$ cat src/rtl/ds1302_pkg.sv
// Shared constants, state encoding and transaction helpers for DS1302 clients.
package ds1302_pkg;

  localparam logic [7:0] RTC_RD_BASE = 8'h81;
  localparam logic [7:0] RTC_WR_BASE = 8'h80;
  localparam logic [7:0] RTC_WP_ADDR = 8'h8E;
  localparam logic [7:0] WP_CLEAR    = 8'h00;
  localparam logic [7:0] WP_SET      = 8'h80;

  localparam int NUM_TIME_REGS = 7;
  localparam logic [2:0] SCAN_LAST_STEP = 3'(NUM_TIME_REGS - 1);
  localparam logic [2:0] WR_LAST_STEP   = 3'd2;

  typedef enum logic [1:0] {
    ST_IDLE,
    ST_ISSUE,
    ST_WAIT_DONE,
    ST_NEXT
  } sched_state_t;

  typedef enum logic {
    MODE_SCAN,
    MODE_WRITE
  } sched_mode_t;

  // Write sequence is WP clear, data write, WP set.
  function automatic logic [7:0] txn_addr(sched_mode_t mode, logic [2:0] step, logic [2:0] idx);
    logic [7:0] addr;
    if (mode == MODE_SCAN) addr = RTC_RD_BASE + {4'd0, step, 1'b0};
    else if (step == 3'd1) addr = RTC_WR_BASE + {4'd0, idx, 1'b0};
    else addr = RTC_WP_ADDR;
    return addr;
  endfunction

  function automatic logic [7:0] txn_data(sched_mode_t mode, logic [2:0] step, logic [7:0] wdata);
    logic [7:0] data;
    if (mode == MODE_SCAN) data = 8'h00;
    else if (step == 3'd0) data = WP_CLEAR;
    else if (step == 3'd1) data = wdata;
    else data = WP_SET;
    return data;
  endfunction

endpackage

$ cat src/rtl/ds1302_busy_sync.sv
// Two-flop synchronizer for the engine busy flag with edge pulses on the
// synchronized level.
module ds1302_busy_sync (
  input  logic clk,
  input  logic reset_p,
  input  logic busy_async,
  output logic busy_rise,
  output logic busy_fall
);

  logic meta_q;
  logic sync_q;
  logic prev_q;

  always_ff @(posedge clk or posedge reset_p) begin
    if (reset_p) begin
      meta_q <= 1'b0;
      sync_q <= 1'b0;
      prev_q <= 1'b0;
    end else begin
      meta_q <= busy_async;
      sync_q <= meta_q;
      prev_q <= sync_q;
    end
  end

  assign busy_rise = sync_q & ~prev_q;
  assign busy_fall = ~sync_q & prev_q;

endmodule

$ cat src/rtl/ds1302_rtc_scheduler.sv
// Scheduler that owns the DS1302 byte engine: periodic 7-register scans and
// write-protect-wrapped register writes.
//
// state     | meaning
// IDLE      | no transaction; picks write first, then poll
// ISSUE     | addr/data driven, valid high until busy rise
// WAIT_DONE | valid low, waiting for busy fall
// NEXT      | advance step, finish frame/ack or preempt scan
module ds1302_rtc_scheduler
  import ds1302_pkg::*;
#(
  parameter int POLL_PERIOD  = 50_000_000,
  parameter int BUSY_TIMEOUT = 4_000_000
) (
  input  logic       clk,
  input  logic       reset_p,
  input  logic       i_enable,
  input  logic       i_set_req,
  input  logic [2:0] i_set_idx,
  input  logic [7:0] i_set_data,
  output logic       o_set_ready,
  output logic       o_set_ack,
  output logic       o_set_err,
  output logic [7:0] o_sec,
  output logic [7:0] o_min,
  output logic [7:0] o_hour,
  output logic [7:0] o_date,
  output logic [7:0] o_month,
  output logic [7:0] o_day,
  output logic [7:0] o_year,
  output logic       o_frame_valid,
  output logic       o_timeout,
  output logic [7:0] o_rtc_addr,
  output logic [7:0] o_rtc_data,
  output logic       o_rtc_valid,
  input  logic       i_rtc_busy,
  input  logic [7:0] i_rtc_rdata
);

  localparam int PW = $clog2(POLL_PERIOD + 1);
  localparam int TW = $clog2(BUSY_TIMEOUT + 1);

  sched_state_t state_q, state_d;
  sched_mode_t  mode_q, mode_d;
  logic [2:0]   step_q, step_d;

  logic [PW-1:0] poll_cnt_q;
  logic [TW-1:0] tmr_q;
  logic          poll_wrap, tmr_zero, arm_tmr;
  logic          poll_pending_q, write_pending_q;
  logic [2:0]    wr_idx_q;
  logic [7:0]    wr_data_q;
  logic [7:0]    stage_q [NUM_TIME_REGS];
  logic [7:0]    snap_q  [NUM_TIME_REGS];

  logic busy_rise, busy_fall;
  logic start_txn, cap_rd, frame_upd, ack, abort, clr_poll, clr_write;
  logic accept, idx_ok;

  ds1302_busy_sync u_busy_sync (
    .clk       (clk),
    .reset_p   (reset_p),
    .busy_async(i_rtc_busy),
    .busy_rise (busy_rise),
    .busy_fall (busy_fall)
  );

  assign poll_wrap = (poll_cnt_q == PW'(POLL_PERIOD - 1));
  assign tmr_zero  = (tmr_q == '0);
  assign arm_tmr   = start_txn | ((state_q == ST_ISSUE) & busy_rise);
  assign accept    = i_set_req & ~write_pending_q;
  assign idx_ok    = (i_set_idx < 3'(NUM_TIME_REGS));

  always_comb begin
    state_d   = state_q;
    mode_d    = mode_q;
    step_d    = step_q;
    start_txn = 1'b0;
    cap_rd    = 1'b0;
    frame_upd = 1'b0;
    ack       = 1'b0;
    abort     = 1'b0;
    clr_poll  = 1'b0;
    clr_write = 1'b0;
    case (state_q)
      ST_IDLE: begin
        if (write_pending_q) begin
          mode_d    = MODE_WRITE;
          step_d    = '0;
          start_txn = 1'b1;
        end else if (poll_pending_q) begin
          mode_d    = MODE_SCAN;
          step_d    = '0;
          start_txn = 1'b1;
          clr_poll  = 1'b1;
        end
      end
      ST_ISSUE: begin
        if (busy_rise) state_d = ST_WAIT_DONE;
        else if (tmr_zero) abort = 1'b1;
      end
      ST_WAIT_DONE: begin
        if (busy_fall) begin
          state_d = ST_NEXT;
          cap_rd  = (mode_q == MODE_SCAN);
        end else if (tmr_zero) begin
          abort = 1'b1;
        end
      end
      ST_NEXT: begin
        if (mode_q == MODE_SCAN) begin
          // A pending write abandons the scan; the readback scan replaces it.
          if (write_pending_q) begin
            mode_d    = MODE_WRITE;
            step_d    = '0;
            start_txn = 1'b1;
          end else if (step_q == SCAN_LAST_STEP) begin
            frame_upd = 1'b1;
            state_d   = ST_IDLE;
          end else begin
            step_d    = step_q + 3'd1;
            start_txn = 1'b1;
          end
        end else if (step_q == WR_LAST_STEP) begin
          ack       = 1'b1;
          clr_write = 1'b1;
          clr_poll  = 1'b1;
          mode_d    = MODE_SCAN;
          step_d    = '0;
          start_txn = 1'b1;
        end else begin
          step_d    = step_q + 3'd1;
          start_txn = 1'b1;
        end
      end
      default: state_d = ST_IDLE;
    endcase
    if (start_txn) state_d = ST_ISSUE;
    if (abort) begin
      state_d   = ST_IDLE;
      clr_write = (mode_q == MODE_WRITE);
    end
  end

  always_ff @(posedge clk or posedge reset_p) begin
    if (reset_p) begin
      state_q <= ST_IDLE;
      mode_q  <= MODE_SCAN;
      step_q  <= '0;
    end else begin
      state_q <= state_d;
      mode_q  <= mode_d;
      step_q  <= step_d;
    end
  end

  always_ff @(posedge clk or posedge reset_p) begin
    if (reset_p) begin
      tmr_q <= '0;
    end else if (arm_tmr) begin
      tmr_q <= TW'(BUSY_TIMEOUT - 1);
    end else if ((state_q == ST_ISSUE || state_q == ST_WAIT_DONE) && !tmr_zero) begin
      tmr_q <= tmr_q - 1'b1;
    end
  end

  always_ff @(posedge clk or posedge reset_p) begin
    if (reset_p) begin
      poll_cnt_q     <= '0;
      poll_pending_q <= 1'b0;
    end else begin
      poll_cnt_q <= poll_wrap ? '0 : poll_cnt_q + 1'b1;
      if (poll_wrap && i_enable) poll_pending_q <= 1'b1;
      else if (clr_poll) poll_pending_q <= 1'b0;
    end
  end

  always_ff @(posedge clk or posedge reset_p) begin
    if (reset_p) begin
      write_pending_q <= 1'b0;
      wr_idx_q        <= '0;
      wr_data_q       <= '0;
    end else if (accept && idx_ok) begin
      write_pending_q <= 1'b1;
      wr_idx_q        <= i_set_idx;
      wr_data_q       <= i_set_data;
    end else if (clr_write) begin
      write_pending_q <= 1'b0;
    end
  end

  always_ff @(posedge clk or posedge reset_p) begin
    if (reset_p) begin
      o_rtc_addr    <= '0;
      o_rtc_data    <= '0;
      o_set_ack     <= 1'b0;
      o_set_err     <= 1'b0;
      o_timeout     <= 1'b0;
      o_frame_valid <= 1'b0;
    end else begin
      if (start_txn) begin
        o_rtc_addr <= txn_addr(mode_d, step_d, wr_idx_q);
        o_rtc_data <= txn_data(mode_d, step_d, wr_data_q);
      end
      o_set_ack     <= ack;
      o_set_err     <= (accept & ~idx_ok) | (abort & (mode_q == MODE_WRITE));
      o_timeout     <= abort;
      o_frame_valid <= frame_upd;
    end
  end

  always_ff @(posedge clk or posedge reset_p) begin
    if (reset_p) begin
      for (int i = 0; i < NUM_TIME_REGS; i++) begin
        stage_q[i] <= '0;
        snap_q[i]  <= '0;
      end
    end else begin
      if (cap_rd) stage_q[step_q] <= i_rtc_rdata;
      if (frame_upd) begin
        for (int i = 0; i < NUM_TIME_REGS; i++) snap_q[i] <= stage_q[i];
      end
    end
  end

  assign o_rtc_valid = (state_q == ST_ISSUE);
  assign o_set_ready = ~write_pending_q;
  assign o_sec   = snap_q[0];
  assign o_min   = snap_q[1];
  assign o_hour  = snap_q[2];
  assign o_date  = snap_q[3];
  assign o_month = snap_q[4];
  assign o_day   = snap_q[5];
  assign o_year  = snap_q[6];

endmodule

$ cat config.mk
export PLATFORM = sky130hd
export DESIGN_NAME = ds1302_rtc_scheduler
export DESIGN_NICKNAME = d
export VERILOG_FILES = /design/src/rtl/ds1302_pkg.sv /design/src/rtl/ds1302_busy_sync.sv /design/src/rtl/ds1302_rtc_scheduler.sv
export SDC_FILE = /design/constraint.sdc
export NUM_CORES = 1
export LEC_CHECK = 0
export CORE_MARGIN = 8
export CORE_UTILIZATION = 40
export CTS_BUF_LIST = sky130_fd_sc_hd__clkbuf_8 sky130_fd_sc_hd__clkbuf_16
export DETAILED_ROUTE_END_ITERATION = 8
export HOLD_SLACK_MARGIN = 0.12
export SLEW_MARGIN = 20
export SYNTH_ARGS = -nofsm -noshare
export SYNTH_HDL_FRONTEND = slang
export SYNTH_HIERARCHICAL = 1
export SYNTH_SLANG_ARGS = --single-unit
$ cat constraint.sdc
create_clock -name clk -period 6.23 [get_ports clk]
set_clock_uncertainty 0.1 [all_clocks]
set_input_delay 0.623 -clock clk [delete_from_list [all_inputs] [get_ports clk]]
set_output_delay 0.623 -clock clk [all_outputs]
set_load 0.02 [all_outputs]
# After elaboration in Yosys (flattened, before gate mapping)
# Index checks and enable logic that the tools add are counted.
[totals] in_bits=24 out_inout_bits=78 reg_bits=202 wordCells=138
[op_classes] n_reduce_logical=14 magnitude_cmp=3 n_addsub=5 n_eq_ne=12 mux=58 bitwise_logic=14
[op_table] operator="bitwise mux 56 bit" count=1
[op_table] operator="2-to-1 mux 8 bit" count=6
[op_table] operator="2-to-1 mux 22 bit" count=2
[op_table] operator="2-to-1 mux 1 bit" count=28
[op_table] operator="adder 26 x 1 -> 26 bit (second input constant)" count=1
[op_table] operator="equality test 26 bit (second input constant)" count=1
[op_table] operator="2-to-1 mux 26 bit" count=1
[op_table] operator="demux 8 bit (select 3 bit)" count=1
[op_table] operator="logical NOT 22 bit" count=1
[op_table] operator="subtractor 22 x 1 -> 22 bit (second input constant)" count=1
[op_table] operator="2-to-1 mux 3 bit" count=6
[op_table] operator="adder 8 x 4 -> 8 bit (first input constant)" count=2
[op_table] operator="inequality test 4 bit (second input constant)" count=4
[op_table] operator="2-to-1 mux 2 bit" count=7
[op_table] operator="one-hot mux 1 bit (2 select lines)" count=4
[op_table] operator="AND 1 bit" count=6
[op_table] operator="one-hot mux 2 bit (3 select lines)" count=1
[op_table] operator="one-hot mux 3 bit (2 select lines)" count=1
[op_table] operator="AND reduction 6 bit" count=1
[op_table] operator="nonzero test 2 bit" count=3
[op_table] operator="NOT 1 bit" count=5
[op_table] operator="nonzero test 5 bit" count=1
[op_table] operator="equality test 2 bit (second input constant)" count=2
[op_table] operator=">= comparator 4 bit (second input constant)" count=1
[op_table] operator="15 further kinds" count=19

# Depth between registers and ports, before layout
# Gate-level depths: netlist of the first run.
[logic_depth] ltp_word=9 depth_mapped=8 mapped_depth_nobuf=7

# Hierarchy
# Netlist of the first run, hierarchy kept.
[modules_own_cells] mod="ds1302_rtc_scheduler" cells_per_inst=680 area_per_inst_um2=8440.6 instances=1 seq_area_each_um2=4904.7
[modules_own_cells] mod="ds1302_busy_sync" cells_per_inst=6 area_per_inst_um2=93.8 instances=1 seq_area_each_um2=75.1

# Least setup slack after synthesis of the first run
# Ideal clock, no wire load.
[synth_path] path_type="register to register" from="register state_q[1]" to="register tmr_q[18]" period_less_slack_ns=2.289 arrival_ns=2.047 t_required_ns=5.988 path_stages_with_launch=9 slack_ns=3.941 n_path_buf=2 setup_ns=0.142 cell_sequence="dfrtp_1 > inv_1 > ha_1 > clkbuf_1 > nand2b_1 > o22ai_1 > a21oi_1 > clkbuf_1 > nand3_1"
[synth_via] elab_chain_len=4 elab_cells_between_ends=11 classes_between="eq/ne: 3; mux: 2; bitwise: 2; reduce/logical: 4"
[synth_rtl] item="from (decl)" line="ds1302_rtc_scheduler.sv:43" rtl="sched_state_t state_q, state_d;"
[synth_rtl] item="from (signal assigned)" line="ds1302_rtc_scheduler.sv:151" rtl="state_q <= state_d;"
[synth_rtl] item="equality test 2 bit, or another cell as far along" line="ds1302_rtc_scheduler.sv:85" rtl="case (state_q)"
[synth_rtl] item="one-hot mux 1 bit (2 select lines), or another cell as far along" line="ds1302_rtc_scheduler.sv:85"
[synth_rtl] item="bitwise OR 1 bit / logical AND 1 bit (equally long branches)" line="ds1302_rtc_scheduler.sv:70, ds1302_rtc_scheduler.sv:162"
[synth_rtl] item="2-to-1 mux 22 bit / nonzero test 2 bit (equally long branches)"
[synth_rtl] item="to (signal assigned)" line="ds1302_rtc_scheduler.sv:161" rtl="tmr_q <= TW'(BUSY_TIMEOUT - 1);"
[synth_rtl] item="to (signal assigned)" line="ds1302_rtc_scheduler.sv:163" rtl="tmr_q <= tmr_q - 1'b1;"
[synth_rtl] item="to (decl)" line="ds1302_rtc_scheduler.sv:48" rtl="logic [TW-1:0] tmr_q;"
# Several ways; a longest one is shown, not always the timed one.
# A chain may end at the register's enable or synchronous reset.

# Worst setup path after layout of the first run
[layout_path] from="register state_q[0]" to="register tmr_q[14]"
# Same word-level chain as after synthesis.

==> out/results.ini, run 1 <==
[sta]
tightest_slew_ns = 1.01
setup_viol = 0
fin_crit_ns = 3.08
worst_slack_ns = 3.15
fin_crit_sh_pct = 49.4
grt_setup_unrepaired = false
holdWs_ns = 0.252
relSlewSlack_pct = 32.3
max_freq_mhz = 325
finalHoldViolations = 0
slew_violations = 0
fin_setup_tns_ns = 0

[cells_and_area]
layout_common_cells = dfrtp_1, mux2_2, clkdlybuf4s50_1
syn2layout_area_growth_pct = 22.1
final_common_cell = dfrtp_1
fin_cells = 1072
reg.largest.list = stage_q: 56 flops, poll_cnt_q: 26 flops, tmr_q: 22 flops
layout.nets = 817
antenna_cells = 0
drive_gt1_share_pct = 20.5
largest_reg_flops = 56
top_register = stage_q
finalInstanceArea_mm2 = 0.0104

[setup_path]
start_kind = flip-flop
worstSetupPathType = reg2reg
cp-end-kind = flip-flop
crit_required_ns = 6.49
arrival_ns = 3.34
path_max_fanout = 17
reg2regPathDepth = 7

[placed_design]
postPlaceCellArea_mm2 = 0.00979
dp.cells = 1040
io_buffers = 98
place_ws_ns = 3.20
hpwl_mm = 13.3
globalplace.congestion = 0.854

[cts]
postCtsSetupRepairBufs = 0
numCtsBuffers = 17
clk_latency_ns = 0.43
hold_buffers = 0
cts_buffer_depth = 2
cts.sinks = 199
cts.htree.levels = 4
path_clk_slew_ns = 0.08
cts_resized = 0
cts_root_buffer = clkbuf_16
cts_tree = yes

[pwr]
ir_drop_v = 0.000231
total_leakage_power_nw = 4.70
powerDensity_mw_per_mm2 = 324

[yosys]
ys_seq_elements = 199
syn_area_per_cell_um2 = 12.4
synth_cell_types = 65
synth_async_sr_flop_share_pct = 100
synth_top_area_cell = dfrtp_1
synth-edff-count = 0
synth.area.top_cells = dfrtp_1, mux2_2, nand2_1
yosysWarnings = 6
synth.top_cell.area_share_pct = 58.3
synth_area_mm2 = 0.00853
synthFlopType = dfrtp_1
synth_cells = 686
ys_seq_area_share_pct = 58.3

[global_routing]
grt_pass1_wl_mm = 31.5
grt_max_degree = 134
antenna_found_initial = 0
track_usage_pct = 15.0
grt_remaining_overflow = 0
grt_pass1_vias = 6003

[status]
status = finished clean

[routing]
drtIter0Drc = 294
via_per_inst = 5.31
dr.pass1.iters = 4
ant_nets = 0
wirelength_mm = 19.1
drc = 0
vias = 5687
drt-wirelength-per-cell_um = 17.8

[flow_run]
cap_violations = 0

[floorplan]
dieHeight_um = 162
start_util_pct = 40.7
rows = 53
core_mm2 = 0.0210
ios = 102
die_x_um = 162
dieArea_mm2 = 0.0263

[min_path]
min_delay_path_depth = 0
hp-class = reg2reg

==> where the power goes <==
group          switching [W]  leakage (nW)  total, W  internal [W]
Clock               0.000537         0.308   0.00115      0.000618
Combinational       0.000439          1.82  0.000703      0.000264
Sequential         0.0000945          2.57   0.00152       0.00143
==> logic make-up after synthesis <==
kind of cell,synth area share [%]
AO/OA/AOI/OAI,6.17
XOR/XNOR,2.77
other,0.0439
AND/OR/NAND/NOR,13.9
adder cells (fa/ha/maj),1.32
flip-flops,58.3
buffers and inverters,2.11
multiplexers,15.4
==> stage by stage <==
| step | power, W | utilization (%) |
|---|---|---|
| floorplan | 0.00201 | - |
| global placement | 0.00220 | 46.7 |
| detailed placement | 0.00224 | 46.7 |
| CTS | 0.00341 | 49.7 |
| global route | 0.00355 | 49.7 |
| finish | 0.00338 | 49.7 |
==> critical path, cell delays in order, from the launching register on <==
cell and delay, ns:
dfrtp_1 0.43, inv_1 0.11, ha_1 0.60, nand2b_1 0.24, o22a_1 0.51, nand2_1 0.32
or4_1 0.58, nand2_1 0.11
==> cells in the mapped netlist (all sizes together), types with 2 or more instances <==
cell type  number
dfrtp         199
mux2          112
nand2          58
nor2           29
nand3          23
inv            19
xor2           19
o21ai          18
nor3           17
clkbuf         15
and3           11
nor4           11
a21oi          10
a22o            9
buf             9
ha              9
or3             9
nand4           8
o211ai          8
xnor2           8
nand2b          7
or4             7
nor2b           6
mux2i           5
nand3b          5
a2111oi         4
and2            4
and4            4
o22a            4
or2             4
a21o            3
nor3b           3
nor4bb          2
o2111ai         2
o22ai           2
or3b            2
==> path summary, 6_finish.rpt <==
path / to / from / slack, ns
min in group asynchronous: u_busy_sync/prev_q / reset_p / 0.41
max reg2reg: tmr_q[14] / state_q[0] / 3.15
min: u_busy_sync/sync_q / u_busy_sync/meta_q / 0.25
min reg2reg: u_busy_sync/sync_q / u_busy_sync/meta_q / 0.25
max: tmr_q[14] / state_q[0] / 3.15
max in group asynchronous: stage_q[52] / reset_p / 4.00
==> routing by layer <==
layer | vias up | share of wire [%] | global-route usage [%]
li1 | 2644 | - | -
met4 | 0 | 2.8 | 6.90
met5 | - | 0 | 0
met1 | 2863 | 44 | 18.4
met3 | 36 | 4.3 | 3.42
met2 | 144 | 49 | 24.8
==> layout make-up <==
type | count | area, µm²
timing repair buffer | 101 | 1000
fill | 1881 | 10500
clock inverter | 15 | 201
multi-input combinational | 446 | 3380
sequential | 199 | 4980
tap | 275 | 344
inverter | 19 | 78.8
clock buffer | 17 | 425
No activity file was read; power rests on OpenSTA's default activity.
==> run 2, diff against run 1 <==
==> constraint.sdc (replaced) <==
create_clock -name clk -period 2.8 [get_ports clk]
set_clock_uncertainty 0.1 [all_clocks]
set_input_delay 0.28 -clock clk [delete_from_list [all_inputs] [get_ports clk]]
set_output_delay 0.28 -clock clk [all_outputs]
set_load 0.02 [all_outputs]
==> out/results.ini, run 2 (synthesis gave the netlist of run 1 again) <==
[cts]
cts.sinks = 199
cts_tree = yes
cts_root_buffer = clkbuf_16
cts_resized = 0
numCtsBuffers = 17
clk_latency_ns = 0.44
cts.htree.levels = 4
path_clk_slew_ns = 0.07
cts_buffer_depth = 2

[setup_path]
start_kind = flip-flop
cp-end-kind = flip-flop
cp_cell_sequence = ha_1, nand4bb_1, a2111oi_0, o22ai_1, nor4_4, a221oi_1
crit_required_ns = 2.99
arrival_ns = 2.79
cp_slowest_stage_delay_ns = 0.50
worstSetupPathType = reg2reg
crit_path_top_delay_cell = dfrtp_1
path_max_fanout = 9

[placed_design]
io_buffers = 98
hpwl_mm = 13.5
dp.cells = 1053
globalplace.congestion = 0.815
place_ws_ns = 0.174

[sta]
fin_setup_tns_ns = 0
fin_crit_sh_pct = 92.8
setup_viol = 0
finalHoldViolations = 0
grt_setup_unrepaired = false
tightest_slew_ns = 0.874
fin_crit_ns = 2.60
worst_slack_ns = 0.201
relSlewSlack_pct = 41.2
max_freq_mhz = 385
slew_violations = 0

[routing]
wirelength_mm = 19.1
vias = 5794
drc = 0
drt-wirelength-per-cell_um = 17.6
drtIter0Drc = 352
dr.pass1.iters = 7
via_per_inst = 5.34
ant_nets = 0

[floorplan]
rows = 53
core_mm2 = 0.0210
dieArea_mm2 = 0.0263
ios = 102
start_util_pct = 40.7
die_x_um = 162
dieHeight_um = 162

[flow_run]
cap_violations = 0

[cells_and_area]
register_area_mm2 = 0.00498
antenna_cells = 0
top_register = stage_q
drive_gt1_share_pct = 21.7
reg.largest.list = stage_q: 56 flops, poll_cnt_q: 26 flops, tmr_q: 22 flops
fin_cells = 1086
layout_common_cells = dfrtp_1, mux2_2, clkdlybuf4s50_1
multi_input_area_mm2 = 0.00338
largest_reg_flops = 56
final_common_cell = dfrtp_1
n_fill_cell = 1856
layout.nets = 831
syn2layout_area_growth_pct = 23.1

[pwr]
p_total_w = 0.00736
powerDensity_mw_per_mm2 = 700
total_leakage_power_nw = 4.75
ir_drop_v = 0.000456

[min_path]
hp-class = in2reg

[global_routing]
grt_remaining_overflow = 0
grt_max_degree = 96
grt_pass1_wl_mm = 31.6
track_usage_pct = 15.1
antenna_found_initial = 0
grt_pass1_vias = 6016

[status]
status = finished clean

[run 2: worst paths after layout]
check                                    from                 end  cells past startpoint  slack, ns
setup / recovery                    step_q[1]       o_rtc_addr[1]                      6       0.20
hold / removal                     i_rtc_busy  u_busy_sync/meta_q                      1       0.17
setup reg to reg                    step_q[1]       o_rtc_addr[1]                      6       0.20
hold reg to reg            u_busy_sync/meta_q  u_busy_sync/sync_q                      0       0.25
max in group asynchronous             reset_p         stage_q[50]                      4       1.32
min in group asynchronous             reset_p  u_busy_sync/meta_q                      3       0.57
[run 2: critical path, delay by kind of cell, from the launching register on]
kind | cells | cell delay, ns
AND/OR/NAND/NOR | 2 | 0.58
flip-flops | 1 | 0.50
adder cells (fa/ha/maj) | 1 | 0.31
AO/OA/AOI/OAI | 3 | 0.96
[run 2: what timing repair did]
item / in CTS / in global routing
hold buffers: 1 / 0
setup buffers: 0 / 0
endpoints found under the setup margin: 0 / 8
endpoints found under the hold margin: 3 / 0
[run 2: power by group]
group,internal (W),switching [W]
sequential,0.00317,0.000213
clock,0.00120,0.00113
combinational,0.000653,0.000982
[run 2: per-layer routing]
layer	GRT usage (%)	routed length, µm
met1	19.0	8600
met2	25.3	9390
met3	3.34	840
met4	4.92	267
met5	0	0
[run 2: cell type report]
class                           instances  area share, %
Multi-Input combinational cell        446           32.2
Clock inverter                         14           1.29
Tap cell                              275           3.27
Inverter                               19          0.715
Timing Repair Buffer                  115           10.9
Clock buffer                           18           4.18
Sequential cell                       199           47.4
[run 2: stage by stage]
stage | hold WS [ns] | cell area, µm² | util [%]
final | 0.172 | 10500 | 50.1
after detailed placement | 0.239 | 9920 | 47.3
after CTS | 0.164 | 10500 | 50.1
after global placement | 0.233 | 9920 | 47.3
after global routing | 0.164 | 10500 | 50.1
after floorplan | -0.0664 | 8550 | -
